### src/rtl/ov7670_pixel_packer_pkg.sv
// Shared definitions for the OV7670 pixel packer: frame geometry defaults,
// FSM state encoding and the RGB565 -> RGB444 conversion.
package ov7670_pkg;

  localparam int H_PIX_DEF   = 640;
  localparam int V_LINES_DEF = 480;

  localparam logic [1:0] IDLE   = 2'd0;
  localparam logic [1:0] ACTIVE = 2'd1;
  localparam logic [1:0] DONE   = 2'd2;

  typedef enum logic [1:0] {
    S_IDLE   = IDLE,
    S_ACTIVE = ACTIVE,
    S_DONE   = DONE
  } state_t;

  // Truncating conversion: keep the top 4 bits of each colour field.
  function automatic logic [11:0] rgb565_to_444(input logic [15:0] p);
    return {p[15:12], p[10:7], p[4:1]};
  endfunction

endpackage

### src/rtl/ov7670_pixel_packer_if.sv
// Frame-buffer write port bundle between the pixel packer (master) and the BRAM write side (slave).
// Handshake: fb_we is valid, fb_ready is ready; a write transfers on a cycle where both are high,
// and fb_addr/fb_data stay stable while fb_we is high and fb_ready is low.
interface ov7670_pixel_packer_if #(
  parameter int ADDR_W = 19
);
  logic              fb_we;
  logic              fb_ready;
  logic [ADDR_W-1:0] fb_addr;
  logic [11:0]       fb_data;

  modport master (output fb_we, output fb_addr, output fb_data, input fb_ready);
  modport slave  (input fb_we, input fb_addr, input fb_data, output fb_ready);
endinterface

### src/rtl/ov7670_pixel_packer_pixel_fifo.sv
// Synchronous pixel FIFO. Head is shown combinationally; when empty the output
// holds the last popped word. A push into a full FIFO is accepted only if a pop happens too.
module pixel_fifo #(
  parameter int W     = 31,
  parameter int DEPTH = 4
) (
  input  logic         clk,
  input  logic         reset,
  input  logic         push,
  input  logic         pop,
  input  logic [W-1:0] din,
  output logic [W-1:0] dout,
  output logic         full,
  output logic         empty
);
  localparam int AW = $clog2(DEPTH);

  logic [W-1:0] mem [DEPTH];
  logic [AW:0]  wr_ptr;
  logic [AW:0]  rd_ptr;
  logic [W-1:0] hold_q;
  logic         do_pop;
  logic         do_push;

  assign empty   = (wr_ptr == rd_ptr);
  assign full    = ((wr_ptr ^ rd_ptr) == {1'b1, {AW{1'b0}}});
  assign do_pop  = pop && !empty;
  assign do_push = push && (!full || do_pop);
  assign dout    = empty ? hold_q : mem[rd_ptr[AW-1:0]];

  always_ff @(posedge clk) begin
    if (do_push) mem[wr_ptr[AW-1:0]] <= din;
  end

  always_ff @(posedge clk) begin
    if (reset) begin
      wr_ptr <= '0;
      rd_ptr <= '0;
      hold_q <= '0;
    end else begin
      if (do_push) wr_ptr <= wr_ptr + 1'b1;
      if (do_pop) begin
        rd_ptr <= rd_ptr + 1'b1;
        hold_q <= mem[rd_ptr[AW-1:0]];
      end
    end
  end

endmodule

### src/rtl/ov7670_pixel_packer.sv
// Pairs camera bytes into RGB565 pixels, converts to RGB444, generates frame-buffer
// addresses and queues writes. Optional 2x downscale under macro PACKER_DECIMATE_EN.
module ov7670_pixel_packer
  import ov7670_pkg::*;
#(
  parameter int H_PIX      = H_PIX_DEF,
  parameter int V_LINES    = V_LINES_DEF,
  parameter int ADDR_W     = 19,
  parameter int FIFO_DEPTH = 4
) (
  input  logic                  wclk,
  input  logic                  reset,
  input  logic [7:0]            byte_in,
  input  logic                  byte_we,
  input  logic                  frame_start,
  input  logic                  line_start,
  ov7670_pixel_packer_if.master fb,
  output logic                  frame_done,
  output logic                  overflow,
  output logic [1:0]            dbg_state
);
  localparam int XW = $clog2(H_PIX + 1);
  localparam int YW = $clog2(V_LINES + 1);
  localparam int DW = ADDR_W + 12;
`ifdef PACKER_DECIMATE_EN
  localparam int ROW_STEP = H_PIX / 2;
`else
  localparam int ROW_STEP = H_PIX;
`endif

  state_t            state_q, state_d;
  logic [XW-1:0]     x_q, x_e;
  logic [YW-1:0]     y_q, y_e;
  logic [ADDR_W-1:0] row_q, row_e;
  logic              phase_q, phase_e;
  logic              first_q, first_e;
  logic [7:0]        hi_q;

  logic              accept, formed, keep, push, pop, last_pix;
  logic              full, empty;
  logic [ADDR_W-1:0] pix_addr;
  logic [DW-1:0]     fifo_din, fifo_dout;

  // Counter values after this cycle's frame/line clears, so a byte arriving
  // together with a start pulse is treated as phase 0 of the new line.
  always_comb begin
    x_e     = x_q;
    y_e     = y_q;
    row_e   = row_q;
    phase_e = phase_q;
    first_e = first_q;
    if (frame_start) begin
      x_e     = '0;
      y_e     = '0;
      row_e   = '0;
      phase_e = 1'b0;
      first_e = 1'b1;
    end
    if (line_start) begin
      x_e     = '0;
      phase_e = 1'b0;
      if (first_e) begin
        first_e = 1'b0;
      end else if (int'(y_e) < V_LINES) begin
        y_e = y_e + 1'b1;
`ifdef PACKER_DECIMATE_EN
        if (!y_e[0] && int'(y_e) < V_LINES) row_e = row_e + ADDR_W'(ROW_STEP);
`else
        if (int'(y_e) < V_LINES) row_e = row_e + ADDR_W'(ROW_STEP);
`endif
      end
    end
  end

  assign accept   = byte_we && (state_q == S_ACTIVE || frame_start);
  assign formed   = accept && phase_e;
  assign last_pix = formed && (x_e == XW'(H_PIX - 1)) && (y_e == YW'(V_LINES - 1));

`ifdef PACKER_DECIMATE_EN
  assign keep     = (int'(x_e) < H_PIX) && (int'(y_e) < V_LINES) && !x_e[0] && !y_e[0];
  assign pix_addr = row_e + ADDR_W'(x_e >> 1);
`else
  assign keep     = (int'(x_e) < H_PIX) && (int'(y_e) < V_LINES);
  assign pix_addr = row_e + ADDR_W'(x_e);
`endif

  assign push     = formed && keep;
  assign pop      = fb.fb_we && fb.fb_ready;
  assign fifo_din = {pix_addr, rgb565_to_444({hi_q, byte_in})};

  pixel_fifo #(
    .W     (DW),
    .DEPTH (FIFO_DEPTH)
  ) u_fifo (
    .clk   (wclk),
    .reset (reset),
    .push  (push),
    .pop   (pop),
    .din   (fifo_din),
    .dout  (fifo_dout),
    .full  (full),
    .empty (empty)
  );

  assign fb.fb_we   = !empty;
  assign fb.fb_addr = fifo_dout[DW-1:12];
  assign fb.fb_data = fifo_dout[11:0];
  assign dbg_state  = state_q;

  always_comb begin
    state_d = state_q;
    case (state_q)
      S_IDLE:   if (frame_start) state_d = S_ACTIVE;
      S_ACTIVE: if (frame_start) state_d = S_ACTIVE;
                else if (last_pix) state_d = S_DONE;
      S_DONE:   if (frame_start) state_d = S_ACTIVE;
      default:  state_d = S_IDLE;
    endcase
  end

  always_ff @(posedge wclk) begin
    if (reset) state_q <= S_IDLE;
    else       state_q <= state_d;
  end

  always_ff @(posedge wclk) begin
    if (reset) begin
      x_q        <= '0;
      y_q        <= '0;
      row_q      <= '0;
      phase_q    <= 1'b0;
      first_q    <= 1'b0;
      hi_q       <= '0;
      frame_done <= 1'b0;
      overflow   <= 1'b0;
    end else begin
      x_q        <= x_e;
      y_q        <= y_e;
      row_q      <= row_e;
      phase_q    <= phase_e;
      first_q    <= first_e;
      frame_done <= last_pix;
      if (accept) begin
        phase_q <= !phase_e;
        if (!phase_e) hi_q <= byte_in;
      end
      // x saturates at H_PIX so out-of-line pixels never wrap into the row.
      if (formed && int'(x_e) < H_PIX) x_q <= x_e + 1'b1;
      if (frame_start)                 overflow <= 1'b0;
      else if (push && full && !pop)   overflow <= 1'b1;
    end
  end

endmodule
### src/flat_wrapper.sv
// flat-port wrapper written by rule: the top's interface ports become plain ports
module ov7670_pixel_packer_flat import ov7670_pkg::*;
#(
  parameter int H_PIX      = H_PIX_DEF,
  parameter int V_LINES    = V_LINES_DEF,
  parameter int ADDR_W     = 19,
  parameter int FIFO_DEPTH = 4
)
  (wclk, reset, byte_in, byte_we, frame_start, line_start, frame_done, overflow, dbg_state, fb_fb_we, fb_fb_addr, fb_fb_data, fb_fb_ready);
  ov7670_pixel_packer_if #(.ADDR_W(ADDR_W)) fb_i ();
  input  logic wclk;
  input  logic reset;
  input  logic [7:0] byte_in;
  input  logic byte_we;
  input  logic frame_start;
  input  logic line_start;
  output logic frame_done;
  output logic overflow;
  output logic [1:0] dbg_state;
  output wire logic [$bits(fb_i.fb_we)-1:0] fb_fb_we;
  output wire logic [$bits(fb_i.fb_addr)-1:0] fb_fb_addr;
  output wire logic [$bits(fb_i.fb_data)-1:0] fb_fb_data;
  input wire logic [$bits(fb_i.fb_ready)-1:0] fb_fb_ready;
  assign fb_fb_we = fb_i.fb_we;
  assign fb_fb_addr = fb_i.fb_addr;
  assign fb_fb_data = fb_i.fb_data;
  assign fb_i.fb_ready = fb_fb_ready;
  ov7670_pixel_packer #(.H_PIX(H_PIX), .V_LINES(V_LINES), .ADDR_W(ADDR_W), .FIFO_DEPTH(FIFO_DEPTH)) u_core (.wclk(wclk), .reset(reset), .byte_in(byte_in), .byte_we(byte_we), .frame_start(frame_start), .line_start(line_start), .fb(fb_i), .frame_done(frame_done), .overflow(overflow), .dbg_state(dbg_state));
endmodule
### config.mk
export PLATFORM = sky130hd
export DESIGN_NAME = ov7670_pixel_packer_flat
export DESIGN_NICKNAME = d
export VERILOG_FILES = /design/src/rtl/ov7670_pixel_packer_pkg.sv /design/src/rtl/ov7670_pixel_packer_if.sv /design/src/rtl/ov7670_pixel_packer_pixel_fifo.sv /design/src/rtl/ov7670_pixel_packer.sv /design/src/flat_wrapper.sv
export SDC_FILE = /design/constraint.sdc
export NUM_CORES = 1
export LEC_CHECK = 0
export ABC_AREA = 1
export BUFFER_PORTS_ARGS = -buffer_cell sky130_fd_sc_hd__buf_2
export CAP_MARGIN = 25
export CORE_MARGIN = 10
export CORE_UTILIZATION = 48
export CTS_BUF_LIST = sky130_fd_sc_hd__clkbuf_4 sky130_fd_sc_hd__clkbuf_8 sky130_fd_sc_hd__clkbuf_16
export CTS_CLUSTER_SIZE = 24
export DETAILED_ROUTE_END_ITERATION = 16
export SYNTH_ARGS = -nofsm -noshare
export SYNTH_HDL_FRONTEND = slang
export SYNTH_SLANG_ARGS = --single-unit
### constraint.sdc
create_clock -name wclk -period 8.4 [get_ports wclk]
set_clock_uncertainty 0.05 [all_clocks]
set_input_delay 1.26 -clock wclk [delete_from_list [all_inputs] [get_ports wclk]]
set_output_delay 1.26 -clock wclk [all_outputs]
set_load 0.005 [all_outputs]
==> results.py <==
metrics = {
    "status": {
        "status": "completed",
    },
    "global_routing": {
        "grt_busiest_layer": "met2",
        "use_met2_pct": 26.84,
        "grt_use_met3_pct": 2.567,
        "antenna_found_initial": 0,
        "overflow": 0,
        "grt_usage_pct": 15.89,
        "grt_max_degree": 65,
        "grt_pass1_wl_um": 34610,
        "grt_util_met1_pct": 20.54,
        "grt_pass1_vias": 6819,
    },
    "worst_setup_path": {
        "worstSetupEndpointType": "register",
        "r2r_start": "u_core.y_q[0]",
        "r2r_end": "u_core.u_fifo.mem[2][28]",
        "worstPathMaxFanout": 21,
        "r2r_setup_slack_ps": 4640,
        "required_ps": 8600,
        "criticalPathCategory": "in2reg",
        "worst-r2r-cell-count": 26,
        "setup.worst_path.start_class": "input pin",
        "critPathArrivalTime_ps": 4930,
    },
    "placed_design": {
        "gp_congestion": 0.8170,
        "dpl.hpwl_um": 13410,
        "io_buffers": 49,
    },
    "run": {
        "cap_violations": 0,
    },
    "detailed_routing": {
        "vias": 6996,
        "drt-total-wl_um": 20920,
        "wire_per_inst_um": 15.52,
        "drc": 0,
        "viasPerCell": 5.190,
        "drt_first_pass_iters": 5,
        "dr.first_iter.drc_count": 507,
        "ant_nets": 0,
    },
    "sta": {
        "fin_tns_setup_ps": 0,
        "setup_viol": 0,
        "slew_headroom_pct": 52.97,
        "period_share_pct": 56.30,
        "layout_min_cycle_time_ps": 4729,
        "hold_viol": 0,
        "worst_slew_pin_slew_ps": 705.5,
        "rsz0062_at_grt": "no",
        "clock.fmax_mhz": 211.4,
        "slew_violations": 0,
    },
    "power": {
        "powerDensity_mw_per_mm2": 229.2,
        "peakVddDrop_mv": 0.1551,
        "p_leak_nw": 4.423,
        "finalPower_mw": 2.516,
    },
    "hold_path": {
        "hold_path.class": "reg2reg",
        "hold_depth": 2,
        "min-delay-start": "u_core.row_q[5]",
        "hold-path-endpoint": "u_core.row_q[5]",
    },
    "clocking": {
        "ctsResizeCount": 0,
        "holdBufCountCts": 0,
        "clock_path_buffers": 3,
        "tritoncts": "done",
        "clock_latency_ps": 520,
        "cts.clk_slew.worst_paths_ps": 60,
        "cts_buffers": 23,
        "htreeDepth": 1,
        "post_cts_buffers": 0,
        "cts-root-buf": "clkbuf_16",
        "cts.sinks": 214,
    },
    "synthesis": {
        "synth_top_area_share_pct": 38.68,
        "ys.flop_type": "edfxtp_1",
        "synth.avg_cell_area_um2": 9.354,
        "synth-edff-count": 124,
        "synthArstFlopShare_pct": 0,
        "synth_top_area_cell": "edfxtp_1",
        "synth_area_leaders": "edfxtp_1 (39%), dfxtp_1 (19%), nand2_1 (9.1%)",
        "syn_nets": 1064,
        "ys_ff_latch": 214,
        "synth_commonest_cells": "nand2_1 (234), edfxtp_1 (124), nor2_1 (96), dfxtp_1 (90)",
        "netlist_instances": 1029,
        "yosysMostFrequentCell": "nand2_1",
        "synth_cell_types": 42,
        "synth_area_mm2": 0.009625,
        "seq_area_frac_synth_pct": 57.40,
        "synth_warnings": 0,
    },
    "finish": {
        "n_fill_cell": 1755,
        "layout.nets": 1101,
        "antenna_cells": 0,
        "syn_to_final_growth_pct": 14.08,
        "final_layout_size_suffix_gt1_share_pct": 13.94,
    },
    "floorplanning": {
        "die-area_mm2": 0.02612,
        "start_util_pct": 49.13,
        "boundaryPins": 50,
        "die_h_um": 161.6,
        "num_rows": 51,
        "coreArea_mm2": 0.01959,
        "chipWidth_um": 161.6,
    },
}
## cell families after synthesis
logic type               count (synthesis)  share of synthesized area [%]
buffers and inverters                  144                          5.993
XOR/XNOR                                18                          1.638
flip-flops                             214                          57.40
AND/OR/NAND/NOR                        413                          18.74
AO/OA/AOI/OAI                          219                          13.41
adder cells (fa/ha/maj)                 21                          2.808
## final cells by class
type                            instances  area (µm²)  area share [%]
Inverter                               97       366.6           3.339
Sequential cell                       214        5528           50.34
Clock buffer                           32       649.4           5.914
Tap cell                              265       331.6           3.020
Clock inverter                         10       138.9           1.265
Multi-Input combinational cell        671        3561           32.43
Timing Repair Buffer                   59       405.4           3.692
## stage by stage
step	utilization (%)	instances	setup slack, ps	area, µm²	hold WS (ps)
final	56.05	1348	3671	10980	384.9
after global routing	56.05	1348	3143	10980	398.5
after CTS	55.91	1347	3670	10950	387.1
after detailed placement	51.89	1305	3155	10160	379.4
after floorplan	-	1029	3701	9625	366.7
after global placement	51.40	1301	3232	10070	376.4
## worst max-delay path by stage
stage	slack, ps	cells past startpoint	from	endpoint
after floorplan	3700	12	frame_start	u_core.u_fifo.mem[0][0]
after global placement	3230	28	frame_start	u_core.u_fifo.mem[0][28]
after detailed placement	3160	28	frame_start	u_core.u_fifo.mem[3][28]
after CTS	3670	28	frame_start	u_core.u_fifo.mem[2][28]
after global routing	3140	28	frame_start	u_core.u_fifo.mem[1][28]
final	3670	28	frame_start	u_core.u_fifo.mem[2][28]
## flip-flops by register name, summed over array words and instances, names as in the netlist, named ones only
name	cells
u_core.x_q	10
u_core.frame_done	1
u_core.u_fifo.mem	124
u_core.first_q	1
u_core.u_fifo.wr_ptr	3
u_core.dbg_state	2
u_core.overflow	1
u_core.u_fifo.hold_q	31
u_core.row_q	19
u_core.u_fifo.rd_ptr	3
u_core.phase_q	1
u_core.y_q	9
u_core.hi_q	7
## critical path, cell delays in order
cell and delay [ps]:
buf_2 240, inv_4 280, nand2_1 170, inv_1 90
ha_1 160, nand2_1 90, nor2_4 160, nand2_1 90
nand2_1 60, nand2_1 90, nor2_4 110, nand3_4 190
nand2_1 200, xor2_1 110, ha_1 370, nand2_1 70
nor2_1 100, nand2_1 60, nand4_1 110, nand2_1 60
inv_1 60, nand2_1 50, nand2_1 100, nand3_2 110
nor3_4 270, nand2_1 80, nand2_1 70, nand2_1 90
## layout by cell type, fill, tap and decap left out, drive strengths merged, types with 3 or more instances in the layout
master	instances
nand2	246
clkbuf	32
dfxtp	90
nor3	6
a21oi	90
nand4	15
nand3	36
a31oi	3
inv	97
edfxtp	124
o21ai	87
bufinv	3
xor2	11
nor2	107
ha	20
clkinv	7
a32o	31
xnor2	7
buf	59
## power breakdown
| group | internal, mW | total (mW) | switching [mW] | leakage [nW] |
|---|---|---|---|---|
| sequential | 1.14 | 1.16 | 0.0217 | 1.84 |
| combinational | 0.114 | 0.315 | 0.201 | 2.18 |
| clock | 0.637 | 1.04 | 0.405 | 0.401 |
## layer usage
layer  wire length (µm)  vias to the layer above
li1                   -                     3575
met5                  0                        -
met4                502                        0
met2               9804                      127
met1               9737                     3257
met3                874                       37
No activity file was read; power rests on OpenSTA's default activity.
